$ cat src/rtl/alu_pkg.sv
// Shared encodings for the 1-bit ALU and its bit-serial sequencer.
package alu_pkg;

  localparam logic [1:0] SEL_PASS     = 2'b00;
  localparam logic [1:0] SEL_NOT      = 2'b01;
  localparam logic [1:0] SEL_XOR_ADD  = 2'b10;
  localparam logic [1:0] SEL_XNOR_SUB = 2'b11;

  localparam logic MODE_LOGIC = 1'b0;
  localparam logic MODE_ARITH = 1'b1;

  typedef enum logic {IDLE, SHIFT} state_t;

  // Codes whose serial result depends on a carry from lower bits.
  function automatic logic is_carry_op(input logic mode, input logic [1:0] sel);
    return (mode == MODE_ARITH) && ((sel == SEL_XOR_ADD) || (sel == SEL_XNOR_SUB));
  endfunction

endpackage

$ cat src/rtl/alu_serial_ctrl_if.sv
// Request/response handshake between a client and the bit-serial ALU sequencer.
interface alu_serial_ctrl_if #(parameter int WIDTH = 8);
  logic             start;
  logic [1:0]       op_select;
  logic             op_mode;
  logic [WIDTH-1:0] op_a;
  logic [WIDTH-1:0] op_b;
  logic             busy;
  logic             done;
  logic [WIDTH-1:0] result;
  logic             carry_out;

  modport master (output start, op_select, op_mode, op_a, op_b,
                  input  busy, done, result, carry_out);
  modport slave  (input  start, op_select, op_mode, op_a, op_b,
                  output busy, done, result, carry_out);
endinterface

$ cat src/rtl/alu_serial_ctrl_carry_cell.sv
// Ripple-carry correction for one serial bit: turns the ALU's XOR/XNOR into add / ~A+B.
module serial_carry_cell (
  input  logic enable,
  input  logic invert_a,
  input  logic a,
  input  logic b,
  input  logic alu_bit,
  input  logic carry_in,
  output logic bit_out,
  output logic carry_next
);
  logic a_eff;

  assign a_eff      = a ^ invert_a;
  assign bit_out    = enable ? (alu_bit ^ carry_in) : alu_bit;
  assign carry_next = enable & ((a_eff & b) | (a_eff & carry_in) | (b & carry_in));
endmodule

$ cat src/rtl/alu_serial_ctrl.sv
// Bit-serial sequencer feeding a combinational 1-bit ALU, LSB first.
// Optional carry-chain arithmetic is built when ALU_SERIAL_CARRY_CHAIN_EN is defined.
module alu_serial_ctrl
  import alu_pkg::*;
#(
  parameter  int WIDTH = 8,
  localparam int CNT_W = $clog2(WIDTH + 1)
) (
  input  logic                clk,
  input  logic                rst_n,
  alu_serial_ctrl_if.slave    ctrl,
  output logic [1:0]          alu_select,
  output logic                alu_mode,
  output logic                alu_a,
  output logic                alu_b,
  input  logic                alu_out
);

  state_t           state_q, state_d;
  logic [CNT_W-1:0] cnt_q;
  logic [WIDTH-1:0] sreg_a, sreg_b, result_q;
  logic             done_q;
  logic             accept, shifting, last_bit, cap_bit;

  assign accept   = (state_q == IDLE) && ctrl.start;
  assign shifting = (state_q == SHIFT);
  assign last_bit = shifting && (cnt_q == CNT_W'(WIDTH - 1));

  // NOTE: every always_comb output gets a default before the case, so no path can infer a latch.
  always_comb begin
    state_d = state_q;
    case (state_q)
      IDLE:    if (ctrl.start) state_d = SHIFT;
      SHIFT:   if (last_bit)   state_d = IDLE;
      default: state_d = IDLE;
    endcase
  end

  // NOTE: sequential state uses non-blocking assignments so every flop samples pre-edge values.
  always_ff @(posedge clk or negedge rst_n) begin
    if (!rst_n) state_q <= IDLE;
    else        state_q <= state_d;
  end

  // NOTE: the operand shift registers are reset too, since their LSBs drive alu_a/alu_b directly.
  always_ff @(posedge clk or negedge rst_n) begin
    if (!rst_n) begin
      sreg_a     <= '0;
      sreg_b     <= '0;
      result_q   <= '0;
      cnt_q      <= '0;
      done_q     <= 1'b0;
      alu_select <= SEL_PASS;
      alu_mode   <= MODE_LOGIC;
    end else begin
      done_q <= 1'b0;
      if (accept) begin
        sreg_a     <= ctrl.op_a;
        sreg_b     <= ctrl.op_b;
        alu_select <= ctrl.op_select;
        alu_mode   <= ctrl.op_mode;
        result_q   <= '0;
        cnt_q      <= '0;
      end else if (shifting) begin
        result_q <= {cap_bit, result_q[WIDTH-1:1]};
        sreg_a   <= sreg_a >> 1;
        sreg_b   <= sreg_b >> 1;
        cnt_q    <= cnt_q + CNT_W'(1);
        if (last_bit) done_q <= 1'b1;
      end
    end
  end

  assign alu_a       = sreg_a[0];
  assign alu_b       = sreg_b[0];
  assign ctrl.busy   = shifting;
  assign ctrl.done   = done_q;
  assign ctrl.result = result_q;

`ifdef ALU_SERIAL_CARRY_CHAIN_EN
  logic carry_q, carry_next, carry_out_q;

  serial_carry_cell u_carry (
    .enable     (is_carry_op(alu_mode, alu_select)),
    .invert_a   (alu_select == SEL_XNOR_SUB),
    .a          (alu_a),
    .b          (alu_b),
    .alu_bit    (alu_out),
    .carry_in   (carry_q),
    .bit_out    (cap_bit),
    .carry_next (carry_next)
  );

  // The final carry is published alongside done and held until the next accept.
  always_ff @(posedge clk or negedge rst_n) begin
    if (!rst_n) begin
      carry_q     <= 1'b0;
      carry_out_q <= 1'b0;
    end else if (accept) begin
      carry_q     <= 1'b0;
      carry_out_q <= 1'b0;
    end else if (shifting) begin
      carry_q <= carry_next;
      if (last_bit) carry_out_q <= carry_next;
    end
  end

  assign ctrl.carry_out = carry_out_q;
`else
  assign cap_bit        = alu_out;
  assign ctrl.carry_out = 1'b0;
`endif

endmodule

$ cat src/flat_wrapper.sv
// flat-port wrapper written by rule: the top's interface ports become plain ports
module alu_serial_ctrl_flat import alu_pkg::*;
#(
  parameter  int WIDTH = 8,
  localparam int CNT_W = $clog2(WIDTH + 1)
)
  (clk, rst_n, alu_select, alu_mode, alu_a, alu_b, alu_out, ctrl_start, ctrl_op_select, ctrl_op_mode, ctrl_op_a, ctrl_op_b, ctrl_busy, ctrl_done, ctrl_result, ctrl_carry_out);
  alu_serial_ctrl_if #(.WIDTH(WIDTH)) ctrl_i ();
  input  logic clk;
  input  logic rst_n;
  output logic [1:0] alu_select;
  output logic alu_mode;
  output logic alu_a;
  output logic alu_b;
  input  logic alu_out;
  input wire logic [$bits(ctrl_i.start)-1:0] ctrl_start;
  input wire logic [$bits(ctrl_i.op_select)-1:0] ctrl_op_select;
  input wire logic [$bits(ctrl_i.op_mode)-1:0] ctrl_op_mode;
  input wire logic [$bits(ctrl_i.op_a)-1:0] ctrl_op_a;
  input wire logic [$bits(ctrl_i.op_b)-1:0] ctrl_op_b;
  output wire logic [$bits(ctrl_i.busy)-1:0] ctrl_busy;
  output wire logic [$bits(ctrl_i.done)-1:0] ctrl_done;
  output wire logic [$bits(ctrl_i.result)-1:0] ctrl_result;
  output wire logic [$bits(ctrl_i.carry_out)-1:0] ctrl_carry_out;
  assign ctrl_i.start = ctrl_start;
  assign ctrl_i.op_select = ctrl_op_select;
  assign ctrl_i.op_mode = ctrl_op_mode;
  assign ctrl_i.op_a = ctrl_op_a;
  assign ctrl_i.op_b = ctrl_op_b;
  assign ctrl_busy = ctrl_i.busy;
  assign ctrl_done = ctrl_i.done;
  assign ctrl_result = ctrl_i.result;
  assign ctrl_carry_out = ctrl_i.carry_out;
  alu_serial_ctrl #(.WIDTH(WIDTH)) u_core (.clk(clk), .rst_n(rst_n), .ctrl(ctrl_i), .alu_select(alu_select), .alu_mode(alu_mode), .alu_a(alu_a), .alu_b(alu_b), .alu_out(alu_out));
endmodule
$ cat config.mk
export PLATFORM = sky130hd
export DESIGN_NAME = alu_serial_ctrl_flat
export DESIGN_NICKNAME = d
export VERILOG_FILES = /design/src/rtl/alu_pkg.sv /design/src/rtl/alu_serial_ctrl_if.sv /design/src/rtl/alu_serial_ctrl_carry_cell.sv /design/src/rtl/alu_serial_ctrl.sv /design/src/flat_wrapper.sv
export SDC_FILE = /design/constraint.sdc
export NUM_CORES = 1
export LEC_CHECK = 0
export ABC_AREA = 1
export CAP_MARGIN = 20
export CORE_MARGIN = 2
export CORE_UTILIZATION = 47
export DETAILED_ROUTE_END_ITERATION = 16
export PLACE_DENSITY = 0.82
export RECOVER_POWER = 50
export SYNTH_ARGS = -nofsm -noshare
export SYNTH_HDL_FRONTEND = slang
export SYNTH_HIERARCHICAL = 1
export SYNTH_SLANG_ARGS = --single-unit
$ cat constraint.sdc
create_clock -name clk -period 1 [get_ports clk]
set_input_delay 0.2 -clock clk [delete_from_list [all_inputs] [get_ports clk]]
set_output_delay 0.2 -clock clk [all_outputs]
set_load 0.05 [all_outputs]
# ---- Yosys cells after proc, flatten, opt, wreduce, memory -nomap -nowiden
# Cells that the tools add are included.
dict set report op_classes {
  reduce_logical 3
  add_sub_neg 1
  eq_ne 1
  n_bitwise 1
  muxes 14
}
# op n
set ops {}
lappend ops {{2-to-1 mux 8 bit} 6}
lappend ops {{2-to-1 mux 4 bit} 2}
lappend ops {{2-to-1 mux 1 bit} 5}
lappend ops {{adder 4 x 1 -> 4 bit, second input constant} 1}
lappend ops {{== test 4 x 3 -> 1 bit, second input constant} 1}
lappend ops {{logical AND 1 bit} 2}
lappend ops {{one-hot mux 1 bit (2 select lines)} 1}
lappend ops {{nonzero test 2 bit} 1}
lappend ops {{inverter 1 bit} 1}
dict set report word_totals {
  inputBits 23
  output_inout_bits 16
  wordCells 28
  reg_bits 33
}

# ---- Longest topological paths before layout
# Gate-level depths: netlist of the first run.
dict set report depth {
  ltp_word 5
  ltp_mapped 6
}

# ---- Worst setup path before layout of the first run
# No wires, ideal clock.
dict set report synth_path {
  path_type {register -> register}
  start {register u_core.state_q (netlist: u_core/ctrl.busy)}
  end {register u_core.sreg_a[2]}
  period_less_slack_ns 1.335
  n_path_buf 1
  arrival_ns 1.214
  slack_ns -0.335
  path_stages_with_launch 7
  path_cell_list {dfrtp_1 inv_2 nand2_4 inv_6 buf_12 nand2_2 nand3_2}
}
dict set report synth_via {
  elab_chain_len 3
}
# element line
set synth_rtl {}
lappend synth_rtl {{start: declaration} alu_serial_ctrl.sv:19} ;# state_t state_q, state_d;
lappend synth_rtl {{start signal: assignment} alu_serial_ctrl.sv:42} ;# else state_q <= state_d;
lappend synth_rtl {{inverter 1 bit} n/a}
lappend synth_rtl {{logical AND 1 bit} alu_serial_ctrl.sv:25} ;# assign accept = (state_q == IDLE) && ctrl.start;
lappend synth_rtl {{2-to-1 mux 8 bit or nonzero test 2 bit (tied branches)} n/a}
lappend synth_rtl {{end signal: assignment} alu_serial_ctrl.sv:58} ;# sreg_a <= ctrl.op_a;
lappend synth_rtl {{end signal: assignment} alu_serial_ctrl.sv:66} ;# sreg_a <= sreg_a >> 1;
lappend synth_rtl {{end: declaration} alu_serial_ctrl.sv:21} ;# logic [WIDTH-1:0] sreg_a, sreg_b, result_q;
# Several ways; a longest one is shown, not always the timed one.
# A chain may end at the register's enable or synchronous reset.

# ---- Worst setup path after layout of the first run
dict set report layout_path {
  start {register u_core.state_q (netlist: u_core/ctrl.busy)}
  end {output ctrl_busy}
}
# element line
set layout_lines {}
lappend layout_lines {{end: declaration} flat_wrapper.sv:21} ;# output wire logic [$bits(ctrl_i.busy)-1:0] ctrl_busy;
# No word-level cell between the ends.

==> results of run 1 <==
## placed cells by master (no fill, tap or decap)
| cell type | count |
|---|---|
| clkbuf_1 | 1 |
| nand2_8 | 1 |
| o21ai_2 | 2 |
| nand3_2 | 5 |
| buf_4 | 9 |
| a21oi_1 | 2 |
| buf_8 | 1 |
| inv_6 | 2 |
| dfrtp_1 | 32 |
| o21ai_1 | 1 |
| inv_1 | 11 |
| dfrtp_2 | 1 |
| inv_4 | 1 |
| nor2_1 | 2 |
| nand2_4 | 1 |
| bufbuf_16 | 1 |
| buf_12 | 17 |
| clkdlybuf4s50_1 | 22 |
| nor3_4 | 1 |
| o22ai_2 | 3 |
| buf_2 | 2 |
| nand2_1 | 58 |
| buf_6 | 2 |
| nor2_4 | 1 |
| bufinv_16 | 1 |
| nand2_2 | 11 |
| o22ai_1 | 3 |
| clkinv_8 | 1 |
| clkbuf_8 | 1 |
| clkbuf_4 | 5 |
| nand3_1 | 10 |
| conb_1 | 1 |
| ha_1 | 1 |
## cell usage after synthesis
cell type / number
nor3_2: 1
o21ai_0: 1
inv_2: 1
inv_6: 1
buf_2: 1
dfrtp_1: 33
buf_12: 1
o21ai_1: 2
inv_1: 12
nand2_4: 1
nor2_4: 1
conb_1: 1
o22ai_1: 6
buf_4: 4
nand3_2: 5
nor2_1: 2
a21oi_1: 2
nand2_1: 60
nand2_2: 10
nand3_1: 10
ha_1: 1
## sequential cells by signal, indices dropped and copies added (netlist names)
signal	cells
u_core/sreg_b	8
u_core/alu_select	2
u_core/ctrl.busy	1
u_core/ctrl.done	1
u_core/ctrl.result	8
u_core/sreg_a	8
u_core/alu_mode	1
u_core/cnt_q	4
## kinds of logic after synthesis
family / count (synthesis) / synth area share
other: 1 / 0.00259
flip-flops: 33 / 0.571
buffers and inverters: 20 / 0.0779
adder cells (fa/ha/maj): 1 / 0.00866
AND/OR/NAND/NOR: 90 / 0.296
AO/OA/AOI/OAI: 11 / 0.0433
## worst reg2reg max path: stages, from the launching register on
cell and delay (ns):
dfrtp_2 0.43, buf_4 0.18, nor2_4 0.20, buf_12 0.16, nand2_1 0.06, nand3_1 0.08
## per-layer routing
metal | vias to the layer above | global-route usage
met4 | 0 | 0.107
met5 | - | 0
li1 | 594 | -
met2 | 50 | 0.381
met3 | 8 | 0.0459
met1 | 620 | 0.274
## final cells by class
class / count / area [µm²] / share of cell area
Tap cell: 33 / 41.3 / 0.0179
Clock inverter: 1 / 30.0 / 0.0131
Clock buffer: 7 / 55.1 / 0.0239
Sequential cell: 33 / 827 / 0.359
Inverter: 14 / 72.6 / 0.0315
Multi-Input combinational cell: 103 / 558 / 0.243
Timing Repair inverter: 1 / 8.76 / 0.00381
Timing Repair Buffer: 54 / 708 / 0.308
## repair_timing
item                                    in CTS  in global routing
gates resized for setup                     11                  6
pin swaps                                    0                  0
gates cloned                                 2                  1
buffers inserted                             5                  3
endpoints found under the setup margin      22                 48
## metrics by stage
step / worst slack (ns) / TNS [ns] / power, mW / instance area, µm²
after floorplan: -0.139 / -3.63 / 4.23 / 1470
after global placement: -0.289 / -8.22 / 5.73 / 2060
final: -0.238 / -6.05 / 7.60 / 2300
after CTS: -0.233 / -5.03 / 7.35 / 2250
after global routing: -0.267 / -7.85 / 8.00 / 2300
after detailed placement: -0.375 / -9.32 / 5.87 / 2060
## power by group through the flow
stage	Clock (mW)	Sequential [mW]	Combinational [mW]
after floorplan	0	3.00	1.23
after global placement	0	2.30	3.43
after detailed placement	0	2.34	3.53
after CTS	1.06	2.28	4.00
after global routing	1.14	2.38	4.48
final	1.06	2.30	4.24
## path summary, 6_finish.rpt
check,startpoint,to,slack (ns),cells past startpoint
max in group asynchronous,rst_n,u_core/ctrl.busy,0.12,2
min in group clk,ctrl_op_select[0],u_core/alu_select[0],0.39,3
hold reg to reg,u_core/cnt_q[3],u_core/ctrl.done,0.49,1
setup reg to reg,u_core/ctrl.busy,u_core/sreg_b[3],-0.17,5
setup / recovery,u_core/ctrl.busy,ctrl_busy,-0.24,2
hold / removal,rst_n,u_core/ctrl.result[1],0.37,2
==> results.json, run 1 <==
{
  "cts-root-buf": "clkbuf_4",
  "ys_seq_area_frac": 0.571,
  "routedWlPerCell_um": 14.8,
  "synth_area_leaders": "dfrtp_1, nand2_1, nand2_2",
  "row_count": 20,
  "swShare": 0.409,
  "grt_antenna_before_repair": 0,
  "crit_buf_inv": 2,
  "setup_slack_ns": -0.238,
  "net-switching-power_mw": 3.11,
  "first_iter_violations": 75,
  "synth_area_mm2": 0.00145,
  "pin_count": 39,
  "dp_hpwl_mm": 2.20,
  "finalHoldViolCount": 0,
  "route.met3.wl_um": 229,
  "cts.sinks": 33,
  "relSlewSlack": 0.514,
  "p_leak_nw": 1.15,
  "place_inst": 227,
  "synth_cells": 156,
  "skew_ns": 0.00917,
  "yosysUniqueCellTypes": 21,
  "cts_buffer_depth": 2,
  "die_x_um": 59.5,
  "rsz0062_at_grt": "true",
  "syn_area_per_cell_um2": 9.26,
  "cp_max_fo": 2,
  "port_buffers": 37,
  "pwr-share-clk": 0.140,
  "clock_latency_ns": 0.35,
  "power_frac_seq": 0.303,
  "met1_length_mm": 1.42,
  "hold_path.class": "in -> async",
  "initial_core_util": 0.485,
  "numCtsBuffers": 5,
  "cp_slowest_cell": "dfrtp_2",
  "yosysWarnings": 6,
  "yosysTopAreaCell": "dfrtp_1",
  "core_mm2": 0.00298,
  "max_freq_mhz": 807,
  "grt_use_total": 0.226,
  "drcViolationCount": 0,
  "worst_slew_pin_slew_ns": 0.730,
  "crit_arrival_ns": 1.04,
  "violations": "setup timing",
  "yosysTopAreaCellShare": 0.571,
  "syn_to_final_growth_pct": 59.2,
  "cp-start-kind": "flip-flop",
  "slew_viol_final": 0,
  "irDropWorstVdd_v": 0.00233,
  "nets": 236,
  "drtAntennaViolNets": 0,
  "max_cap_viol_count": 0,
  "status": "finished with violations",
  "crit_type": "reg -> out",
  "p_comb_frac": 0.557,
  "path_cells": "buf_6 > buf_12",
  "cts_tree": "built",
  "intPower_mw": 4.50,
  "period_minus_slack_ns": 1.24,
  "cp_top_family": "flip-flops",
  "htree_levels": 2,
  "die_area_mm2": 0.00353,
  "period_share": 1.24,
  "cp_data_required_time_ns": 0.80,
  "fin_util": 0.773,
  "firstDrtPassIters": 4,
  "setup_violations": 47,
  "drive_gt1_frac": 0.324,
  "die_h_um": 59.5,
  "slowest_delay_ns": 0.43,
  "nFillCells": 203,
  "instances_no_fill": 246,
  "ys_seq_elements": 33,
  "via_per_inst": 5.17,
  "n_antenna_cell": 0,
  "route.top_layer_used": "met4",
  "first_global_vias": 1225,
  "gp_congestion": 0.747,
  "dr_wl_met2_mm": 1.92,
  "grt_pass1_wl_mm": 5.76,
  "cts_hold_buffers": 0,
  "cp-end-kind": "output port",
  "cellPowerDensity_mw_per_mm2": 3300,
  "path_clk_slew_ns": 0.11,
  "wl_mm": 3.64,
  "synth_nets": 180,
  "vias": 1272,
  "whs_ns": 0.369,
  "grt_overflow_total": 0,
  "grt_max_degree": 34
}
Note: power is estimated with default switching activity, not from simulation.
==> inputs of run 2 (changes only) <==
- CORE_MARGIN: 2 -> 4
- REMOVE_ABC_BUFFERS: default -> 1
==> results.json, run 2 (synthesis results as in run 1) <==
{
  "hold_path.class": "in -> async",
  "cts.sinks": 33,
  "n_antenna_cell": 0,
  "setup_violations": 47,
  "numCtsBuffers": 5,
  "core_mm2": 0.00285,
  "cellPowerDensity_mw_per_mm2": 3440,
  "max_freq_mhz": 813,
  "die_x_um": 63.5,
  "ff2ff_setup_slack_ns": -0.16,
  "cts_buffer_depth": 2,
  "nets": 239,
  "drcViolationCount": 0,
  "cp_max_fo": 2,
  "cts-root-buf": "clkbuf_4",
  "cp-end-kind": "output port",
  "finalHoldViolCount": 0,
  "crit_arrival_ns": 1.03,
  "crit_end": "ctrl_busy",
  "total_power_mw": 8.01,
  "slew_viol_final": 0,
  "dp_hpwl_mm": 2.43,
  "via_per_inst": 5.62,
  "seqCellArea_um2": 827,
  "syn_to_final_growth_pct": 61.3,
  "max_cap_viol_count": 0,
  "setup_slack_ns": -0.230,
  "relSlewSlack": 0.516,
  "cp_slowest_cell": "dfrtp_2",
  "die_area_mm2": 0.00403,
  "violations": "setup timing",
  "grt_overflow_total": 0,
  "rsz0062_at_grt": "true",
  "routedWlPerCell_um": 18.5,
  "slowest_delay_ns": 0.43,
  "grt_use_total": 0.214,
  "htree_levels": 2,
  "nFillCells": 151,
  "ff2ff_path_depth": 5,
  "gp_congestion": 0.838,
  "final_common_cell": "nand2_1",
  "clock_latency_ns": 0.34,
  "critPathLaunch": "u_core/ctrl.busy",
  "period_minus_slack_ns": 1.23,
  "cp-start-kind": "flip-flop",
  "first_iter_violations": 115,
  "grt_pass1_wl_mm": 6.58,
  "grt_antenna_before_repair": 0,
  "status": "finished with violations",
  "die_h_um": 63.5,
  "worst_slew_pin_slew_ns": 0.725,
  "tns_ns": -6.07,
  "drtAntennaViolNets": 0,
  "irDropWorstVdd_v": 0.00236,
  "row_count": 19,
  "crit_type": "reg -> out",
  "cp_data_required_time_ns": 0.80,
  "grt_max_degree": 34,
  "vias": 1388,
  "multiInputGateArea_um2": 576,
  "timing.rr.start": "u_core/ctrl.busy",
  "p_leak_nw": 1.16,
  "pre_cts_ws_ns": -0.338,
  "initial_core_util": 0.507,
  "final_cell_mix": "nand2_1, dfrtp_1, clkdlybuf4s50_1",
  "first_global_vias": 1418,
  "firstDrtPassIters": 4,
  "path_cells": "buf_6 > buf_12",
  "period_share": 1.23,
  "drive_gt1_frac": 0.356,
  "cts_tree": "built",
  "cts_hold_buffers": 0,
  "port_buffers": 37,
  "pin_count": 39,
  "wl_mm": 4.57,
  "path_clk_slew_ns": 0.12,
  "skew_ns": 0.0133,
  "r2r-end": "u_core/ctrl.result[2]"
}
-- run 2: cell count changes in the layout (fill, tap and decap cells not counted), moves of 2 or more --
cell     before  now
inv_4         1    3
inv_8         0    3
buf_6         2    4
inv_6         2    0
o22ai_2       3    5
buf_4         9   11
o22ai_1       3    1
-- run 2: routing by layer --
layer / vias to the layer above / global-route usage / routed length, µm
met1: 677 / 0.233 / 1650
li1: 605 / - / -
met5: - / 0 / 0
met3: 23 / 0.0497 / 311
met2: 83 / 0.386 / 2400
met4: 0 / 0.102 / 209
-- run 2: how the worst min path moves through the flow --
stage | to | startpoint | slack, ns
floorplan | u_core/alu_mode | rst_n | -0.1
global placement | u_core/ctrl.done | u_core/cnt_q[3] | 0.44
detailed placement | u_core/ctrl.done | u_core/cnt_q[3] | 0.45
CTS | u_core/cnt_q[0] | rst_n | 0.21
global route | u_core/cnt_q[1] | rst_n | 0.38
finish | u_core/cnt_q[1] | rst_n | 0.35
-- run 2: stage by stage --
| stage | cells | hold slack [ns] | cell area [µm²] | utilization |
|---|---|---|---|---|
| global route | 247 | 0.385 | 2330 | 0.817 |
| CTS | 243 | 0.212 | 2260 | 0.792 |
| detailed placement | 227 | 0.452 | 2040 | 0.716 |
| floorplan | 150 | -0.0956 | 1390 | - |
| global placement | 227 | 0.439 | 2040 | 0.716 |
| finish | 247 | 0.345 | 2330 | 0.817 |
-- run 2: power breakdown --
part | internal (mW) | switching [mW] | total [mW]
combinational | 2.00 | 2.41 | 4.41
sequential | 1.86 | 0.470 | 2.33
clock | 0.774 | 0.495 | 1.27
-- run 2: worst max-delay path: cells and delay by family (launching register included) --
family,cells,cell delay (ns)
buffers and inverters,2,0.25
DFF,1,0.43
-- run 2: area by class of cell --
cell class              instances  share of cell area
multi-input cells             103               0.247
inverters                      14              0.0301
clock buffers                   5              0.0161
flip-flops and latches         33               0.355
repair inverters                3              0.0102
well taps                      31              0.0166
clock inverters                 3              0.0279
repair buffers                 55               0.297
-- run 2: timing repair --
item	CTS	global route
hold endpoints to repair	0	0
setup endpoints to repair	46	48
buffers inserted	4	5
resized for setup	11	18
pin swaps	0	3
cloned	4	0
==> inputs of run 3 (changes only) <==
- CORE_UTILIZATION: 47 -> 51
- PLACE_DENSITY: 0.82 -> 0.88
- clock period: 1 -> 1.5 ns (I/O delays scaled with it)
==> results.json, run 3 (synthesis results as in run 1) <==
{
  "status": "complete, no violations",
  "slowest_delay_ns": 0.55,
  "net-switching-power_mw": 1.76,
  "drcViolationCount": 0,
  "clock_latency_ns": 0.32,
  "core_mm2": 0.00273,
  "hold_path.class": "reg -> reg",
  "setup_violations": 0,
  "die_x_um": 61.2,
  "setup_slack_ns": 0.146,
  "skew_ns": 0.00398,
  "routedWlPerCell_um": 12.4,
  "gp_congestion": 0.768,
  "cp_max_fo": 7,
  "hold_end": "u_core/ctrl.done",
  "numCtsBuffers": 5,
  "crit_type": "reg -> out",
  "cts.sinks": 33,
  "max_freq_mhz": 738,
  "tns_ns": 0,
  "crit_arrival_ns": 1.05,
  "via_per_inst": 5.14,
  "syn_to_final_growth_pct": 39.0,
  "postPlaceCellArea_mm2": 0.00200,
  "cts_resized": 0,
  "path_clk_slew_ns": 0.09,
  "grt_use_total": 0.174,
  "final_cell_mix": "nand2_1, dfrtp_1, clkdlybuf4s50_1",
  "drive_gt1_frac": 0.213,
  "final_common_cell": "nand2_1",
  "grt_antenna_before_repair": 0,
  "cellPowerDensity_mw_per_mm2": 2090,
  "dp_hpwl_mm": 2.19,
  "swShare": 0.421,
  "period_share": 0.903,
  "die_area_mm2": 0.00375,
  "ff2ff_setup_slack_ns": 0.19,
  "n_antenna_cell": 0,
  "max_cap_viol_count": 0,
  "cp_slowest_cell": "dfrtp_1",
  "cts-root-buf": "clkbuf_4",
  "wl_mm": 2.83,
  "grt_max_degree": 34,
  "cp-end-kind": "output port",
  "timing.rr.start": "u_core/ctrl.busy",
  "min_from": "u_core/cnt_q[3]",
  "cts_hold_buffers": 0,
  "cts_tree": "built",
  "ff2ff_path_depth": 4,
  "first_global_vias": 1151,
  "cp_data_required_time_ns": 1.20,
  "cts_buffer_depth": 2,
  "cp_top_family": "flip-flops",
  "instances_no_fill": 228,
  "grt_pass1_wl_mm": 4.80,
  "cp-start-kind": "flip-flop",
  "pin_count": 39,
  "fin_util": 0.735,
  "initial_core_util": 0.529,
  "nets": 221,
  "grt_overflow_total": 0,
  "irDropWorstVdd_v": 0.00147,
  "min_path_cells": 1,
  "pre_cts_ws_ns": 0.0784,
  "p_comb_frac": 0.517,
  "relSlewSlack": 0.477,
  "first_iter_violations": 31,
  "intPower_mw": 2.43,
  "p_leak_nw": 1.02,
  "vias": 1172,
  "pwr-share-clk": 0.116,
  "die_h_um": 61.2,
  "post_cts_buffers": 0,
  "rsz0062_at_grt": "false",
  "r2r-end": "u_core/sreg_a[6]",
  "htree_levels": 2,
  "path_cells": "buf_12",
  "drtAntennaViolNets": 0,
  "port_buffers": 37,
  "crit_buf_inv": 1,
  "slew_viol_final": 0,
  "period_minus_slack_ns": 1.35,
  "design_area_mm2": 0.00201,
  "firstDrtPassIters": 4,
  "worst_slew_pin_slew_ns": 0.785,
  "finalHoldViolCount": 0,
  "place_inst": 221,
  "power_frac_seq": 0.367,
  "row_count": 19
}
-- run 3: power groups by stage --
stage               clock (mW)  sequential (mW)  combinational [mW]
finish                   0.486             1.54                2.17
global route             0.542             1.59                2.32
CTS                      0.506             1.55                2.23
detailed placement           0             1.57                2.22
global placement             0             1.55                2.14
floorplan                    0             2.04               0.638
-- run 3: area by class of cell --
cell class	instances	area, µm²
clock buffer	7	55.1
fill	218	724
inverter	14	57.6
multi-input combinational	103	494
sequential	33	826
tap	31	38.8
timing repair buffer	40	538
-- run 3: per-stage QoR --
step | hold slack (ns) | power, mW
2_1_floorplan | 0.00441 | 2.68
3_3_place_gp | 0.450 | 3.69
3_5_place_dp | 0.452 | 3.79
4_1_cts | 0.334 | 4.28
5_1_grt | 0.490 | 4.45
6_report | 0.465 | 4.19
-- run 3: worst max-delay path by stage --
stage | to | slack [ns] | start | depth (start not counted)
floorplan | u_core/sreg_a[0] | -0.11 | u_core/ctrl.busy | 5
global placement | u_core/sreg_b[4] | 0.12 | ctrl_start | 5
detailed placement | u_core/sreg_a[6] | 0.08 | ctrl_start | 5
CTS | ctrl_busy | 0.07 | u_core/ctrl.busy | 1
global route | u_core/sreg_a[2] | 0.03 | u_core/ctrl.busy | 4
finish | ctrl_busy | 0.15 | u_core/ctrl.busy | 1
-- run 3: per-layer routing --
metal / GRT usage / vias to the layer above / part of all wire
met2: 0.307 / 38 / 0.53
met4: 0.0588 / 0 / 0.0078
met1: 0.197 / 563 / 0.39
met3: 0.0566 / 4 / 0.072
met5: 0 / - / 0
li1: - / 567 / -
